$ cat src/rtl/alu_cmd_issuer.sv
// Command-side initiator for the registered ALU: issues one command at a time and buffers results in a FIFO.
// Optional build macro ALU_DIV0_TRAP_EN traps divide-by-zero locally instead of issuing it to the ALU.
module alu_cmd_issuer #(
    parameter int WIDTH = 4,
    parameter int DEPTH = 4
) (
    input  logic               clk,
    input  logic               arst_n,
    input  logic               cmd_valid,
    output logic               cmd_ready,
    input  logic [WIDTH-1:0]   cmd_a,
    input  logic [WIDTH-1:0]   cmd_b,
    input  logic [2:0]         cmd_op,
    output logic [WIDTH-1:0]   alu_a,
    output logic [WIDTH-1:0]   alu_b,
    output logic [2:0]         alu_select,
    output logic               alu_enable,
    input  logic [2*WIDTH-1:0] alu_out,
    input  logic               alu_carry,
    input  logic               alu_inf,
    input  logic               alu_gt,
    input  logic               alu_eq,
    input  logic               alu_lt,
    output logic               res_valid,
    input  logic               res_ready,
    output logic [2*WIDTH-1:0] res_data,
    output logic [2:0]         res_op,
    output logic               res_carry,
    output logic               res_inf,
    output logic               res_err,
    output logic               res_gt,
    output logic               res_eq,
    output logic               res_lt
);

    localparam int PW = $clog2(DEPTH);
    localparam int CW = PW + 1;
    localparam logic [CW-1:0] FULL = CW'(DEPTH);

    typedef enum logic [1:0] {IDLE, ISSUE, WAIT} state_t;

    typedef struct packed {
        logic [2*WIDTH-1:0] data;
        logic [2:0]         op;
        logic               carry;
        logic               inf;
        logic               err;
        logic               gt;
        logic               eq;
        logic               lt;
    } entry_t;

    state_t        state_q, state_d;
    logic          run_q;
    logic          accept, push, pop;
    logic          trap_cmd, trap_q, hold_q;
    entry_t        push_entry, head;
    entry_t        mem_q [DEPTH];
    logic [PW-1:0] wr_ptr_q, rd_ptr_q;
    logic [CW-1:0] count_q;

    // run_q keeps cmd_ready low while reset is held and until the first edge after release
    always_ff @(posedge clk or negedge arst_n) begin
        if (!arst_n) run_q <= 1'b0;
        else         run_q <= 1'b1;
    end

`ifdef ALU_DIV0_TRAP_EN
    assign trap_cmd = (cmd_op == 3'b111) && (cmd_b == '0);

    // A trapped command skips ISSUE but spends two cycles in WAIT, so its push lands on the same edge
    always_ff @(posedge clk or negedge arst_n) begin
        if (!arst_n) begin
            trap_q <= 1'b0;
            hold_q <= 1'b0;
        end else begin
            hold_q <= accept && trap_cmd;
            if (accept) trap_q <= trap_cmd;
        end
    end
`else
    assign trap_cmd = 1'b0;
    assign trap_q   = 1'b0;
    assign hold_q   = 1'b0;
`endif

    always_ff @(posedge clk or negedge arst_n) begin
        if (!arst_n) state_q <= IDLE;
        else         state_q <= state_d;
    end

    always_comb begin
        state_d   = state_q;
        cmd_ready = 1'b0;
        accept    = 1'b0;
        push      = 1'b0;
        case (state_q)
            IDLE: begin
                cmd_ready = run_q && (count_q < FULL);
                accept    = cmd_valid && cmd_ready;
                if (accept) state_d = trap_cmd ? WAIT : ISSUE;
            end
            ISSUE: state_d = WAIT;
            WAIT: begin
                if (!hold_q) begin
                    push    = 1'b1;
                    state_d = IDLE;
                end
            end
            default: state_d = IDLE;
        endcase
    end

    always_ff @(posedge clk or negedge arst_n) begin
        if (!arst_n) begin
            alu_a      <= '0;
            alu_b      <= '0;
            alu_select <= '0;
            alu_enable <= 1'b0;
        end else begin
            alu_enable <= accept && !trap_cmd;
            if (accept) begin
                alu_a      <= cmd_a;
                alu_b      <= cmd_b;
                alu_select <= cmd_op;
            end
        end
    end

    always_comb begin
        push_entry.data  = trap_q ? '0 : alu_out;
        push_entry.op    = alu_select;
        push_entry.carry = alu_carry && !trap_q;
        push_entry.inf   = alu_inf || trap_q;
        push_entry.err   = trap_q;
        push_entry.gt    = alu_gt;
        push_entry.eq    = alu_eq;
        push_entry.lt    = alu_lt;
    end

    assign pop = res_ready && (count_q != '0);

    always_ff @(posedge clk) begin
        if (push) mem_q[wr_ptr_q] <= push_entry;
    end

    always_ff @(posedge clk or negedge arst_n) begin
        if (!arst_n) begin
            wr_ptr_q <= '0;
            rd_ptr_q <= '0;
            count_q  <= '0;
        end else begin
            if (push) wr_ptr_q <= wr_ptr_q + PW'(1);
            if (pop)  rd_ptr_q <= rd_ptr_q + PW'(1);
            case ({push, pop})
                2'b10:   count_q <= count_q + CW'(1);
                2'b01:   count_q <= count_q - CW'(1);
                default: count_q <= count_q;
            endcase
        end
    end

    // Outputs are masked when empty so stale storage never shows (and reset reads as zero)
    assign res_valid = (count_q != '0);
    assign head      = mem_q[rd_ptr_q];
    assign res_data  = res_valid ? head.data  : '0;
    assign res_op    = res_valid ? head.op    : '0;
    assign res_carry = res_valid && head.carry;
    assign res_inf   = res_valid && head.inf;
    assign res_err   = res_valid && head.err;
    assign res_gt    = res_valid && head.gt;
    assign res_eq    = res_valid && head.eq;
    assign res_lt    = res_valid && head.lt;

endmodule

$ cat config.mk
export PLATFORM = sky130hd
export DESIGN_NAME = alu_cmd_issuer
export DESIGN_NICKNAME = d
export VERILOG_FILES = /design/src/rtl/alu_cmd_issuer.sv
export SDC_FILE = /design/constraint.sdc
export NUM_CORES = 1
export LEC_CHECK = 0
export ABC_AREA = 0
export CORE_MARGIN = 1.5
export CORE_UTILIZATION = 40
export CTS_BUF_LIST = sky130_fd_sc_hd__clkbuf_8
export CTS_CLUSTER_SIZE = 14
export DETAILED_ROUTE_END_ITERATION = 7
export GPL_TIMING_DRIVEN = 1
export HOLD_SLACK_MARGIN = 0.05
export SYNTH_ARGS = -nofsm -noshare
export SYNTH_HDL_FRONTEND = slang
export SYNTH_SLANG_ARGS = --single-unit
$ cat constraint.sdc
create_clock -name clk -period 4.76 [get_ports clk]
set_input_delay 0.714 -clock clk [delete_from_list [all_inputs] [get_ports clk]]
set_output_delay 0.714 -clock clk [all_outputs]
set_load 0.01 [all_outputs]
==> summary.md <==
| Metric | Value |
|---|---|
| Outcome | completed |
| Post-CTS setup buffer count | 0 |
| Fill count | about 690 |
| Vias in the first global route | between 1.5k and 2k |
| Least-Margin Pin Slew | 1060 ps |
| Initial antenna violation count | 0 |
| Die Y-Extent | about 96 µm |
| WHS Path Cells | 1 |
| CORE AREA | approximately 0.0083 mm² |
| I/O Buffers | 57 |
| Total number of vias | around 1.7k |
| Leakage power | between 1.5 and 2 nW |
| Commonest cells in the netlist | 64 x edfxtp_1, 22 x dfrtp_1, 21 x and2_1 |
| Crit. End Element | output port |
| Register bit total from synthesis | 86 |
| Synth async-reset ratio | between 20% and 30% |
| Synth top area share | a little under three fifths |
| Util after Layout | 52.4% |
| Crit path cell chain | mux4_1, and2_1, clkdlybuf4s50_1 |
| Maximum buffer depth of the clock tree | 2 |
| CP Max Fanout | 18 |
| Slowest cell on crit path | dfrtp_1 |
| Hold_sp | count_q[0] |
| Gates resized, CTS repair | 0 |
| Final setup vio count | 0 |
| Xor/xnor share of the synthesized area | under 10% |
| Adder-cell share of the synthesized area | 2.38% |
| First-pass GRT wire length | slightly below 9000 µm |
| Ant. Diodes | 0 |
| Clock latency at the later pin of the worst-skew pair | approximately 340 ps |
| Critical register-to-register path startpoint | count_q[2] |
| Crit share post-route | between 70 and 80% |
| Worst clock skew | around 5.4 ps |
| Max stage delay on crit path | 1050 ps |
| Clock sinks | between 80 and 90 |
| Hold crit path type | reg -> reg |
| GRT Resource Usage Total | between 10 and 15% |
| Fin. Hold Viols | 0 |
| Synth area leader | edfxtp_1 |
| Max Slew Vio Count | 0 |
| Worst Path Required | 4050 ps |
| Ys flop type | edfxtp_1 |
| Worst path bufs/invs | 1 |
| WP data arrival | around 2700 ps |
| Antenna Nets Post-Route | 0 |
| Die area | around 0.0092 mm² |
| Root Driver | clkbuf_8 |
| Setup TNS | 0 ps |
| Starting Density | approximately two fifths |
| Synth area leaders | edfxtp_1 55%, dfrtp_1 16%, mux4_2 8.4% |
| Post-synthesis sequential area ratio | 71.3% |
| Post-synth EDFFs | 64 |
| Yosys cell types | 28 |
| Final wirelength | roughly 5600 µm |
| FMAX | 0.295 GHz |
| R2R Setup Slk | 2400 ps |
| GRT overflow | 0 |
| Via-per-instance ratio | just under 5 |
| Post-Synth Simple-Gate Area | 5.85% |
| WL/cell | between 15 and 20 µm |
| Cell Rows | 33 |
| Pwr dens | between 500 and 600 mW/mm² |
| CTS buffer count | 9 |
| CP Class | reg -> out |
| I/O pins | 59 |
| RSZ-0062 raised after global routing | no |
| Min Tclk post-route | 3390 ps |
| Gp weighted congestion | between 0.6 and 0.7 |
| Cell family with most CP delay | flip-flops |
| Largest net degree at the start of global routing | 23 |
| CTS Hold Bufs | 0 |
| TritonRoute pass-1 iters | 3 |
| Post-synthesis compound-gate area fraction | 0.144% |
| Number of max-cap violations | 0 |
| DRC Markers | 0 |
| Largest family of logic cells by synthesized area | multiplexers |
| DP HPWL | 3530 µm |
| Share of cells above drive strength 1 | around 18% |
| Synth-to-layout area growth | 25.4% |
| R2R cell count | 8 |
| Avg Inst Size Synth | between 15 and 20 µm² |
| Cell count after synthesis | between 150 and 200 |
| Iter 0 DRT Violations | 92 |
| Nets@finish | between 200 and 300 |
| R2R Path End | count_q[2] |
| VDD IR max | ~0.26 mV |
| TritonCTS clock tree | built |
| Post-synthesis net count | approximately 210 |
| H-tree depth | 3 |
| Cell Area, Synth | around 0.0035 mm² |
| Mux cell area share after synthesis | 15.6% |
| Die W | ~96 µm |
| Count leader, synth | edfxtp_1 |
| Startpoint Class | register |
| Worst Hold Margin | 497 ps |
| Worst slew margin | 29.3% |
| Hold path endpoint | count_q[0] |
| Reg clk slew, reported paths | ~80 ps |
| Yosys warns | 0 |
flip-flops by register name (all words and copies together), names as in the netlist:
register / cells
state_q: 2
run_q: 1
alu_a: 4
alu_enable: 1
alu_select: 3
rd_ptr_q: 2
wr_ptr_q: 2
alu_b: 4
count_q: 3
mem_q: 64
where the power goes:
part,switching (mW),internal (mW)
clock network,0.241,0.400
logic,0.286,0.543
registers,0.143,0.940
placed cells by master, fill, tap and decap left out, drive strengths merged:
| cell | instances |
|---|---|
| nor2b | 2 |
| or3 | 1 |
| nor2 | 1 |
| o21ai | 1 |
| inv | 7 |
| clkinv | 2 |
| xnor2 | 3 |
| fa | 1 |
| nand2 | 1 |
| nor4b | 1 |
| xor2 | 3 |
| dfrtp | 22 |
| nand3 | 1 |
| mux2i | 1 |
| clkbuf | 9 |
| edfxtp | 64 |
| mux4 | 16 |
| mux2 | 11 |
| and2 | 23 |
| ha | 5 |
| bufinv | 4 |
| conb | 2 |
| clkdlybuf4s50 | 57 |
worst max path at each step:
stage | startpoint | cells past startpoint | end | slack [ps]
after floorplan | rd_ptr_q[0] | 4 | res_carry | 2760
final | rd_ptr_q[0] | 3 | res_op[2] | 1370
after detailed placement | rd_ptr_q[0] | 3 | res_op[2] | 1640
after global placement | rd_ptr_q[0] | 3 | res_op[2] | 1640
after global routing | rd_ptr_q[0] | 3 | res_op[2] | 1150
after CTS | rd_ptr_q[0] | 3 | res_op[2] | 1260
metal layers:
layer	up-vias	share of wire, %	wire, µm	global-route usage (%)
met4	0	1.2	69	4.41
met5	-	0	0	0
li1	764	-	-	-
met3	7	6.0	336	5.92
met2	51	49	2730	22.1
met1	855	44	2440	16.7
cell families after synthesis:
kind of cell / after synthesis
multiplexers: 28
XOR/XNOR: 6
AND/OR/NAND/NOR: 30
buffers and inverters: 15
flip-flops: 86
other: 2
adder cells (fa/ha/maj): 6
AO/OA/AOI/OAI: 1
worst reg2reg max path: cells and delay by family (launching register included):
kind                       cells  cell delay, ps
xor gates and xnor gates       2             320
DFF                            1             430
and+or+nand+nor                3             900
adders and majority gates      2             570
buffers and inverters          1              60
through the flow:
stage	cells	worst slack [ps]	power [mW]	cell area, µm²
floorplan	174	2760	1.57	3470
detailed placement	327	1640	1.95	4090
finish	343	1370	2.55	4350
global placement	327	1640	1.94	4090
global route	343	1150	2.71	4350
CTS	343	1260	2.60	4350
final cells by class:
type                    instances  area (µm²)  area share (%)
repair buffers                 57         571            13.1
flip-flops and latches         86        2470            56.9
well taps                     105         131            3.02
clock inverters                 7         138            3.17
inverters                       6        22.5           0.518
clock buffers                   9         124            2.85
multi-input cells              73         890            20.5
Power figures use the tool's default switching activity.
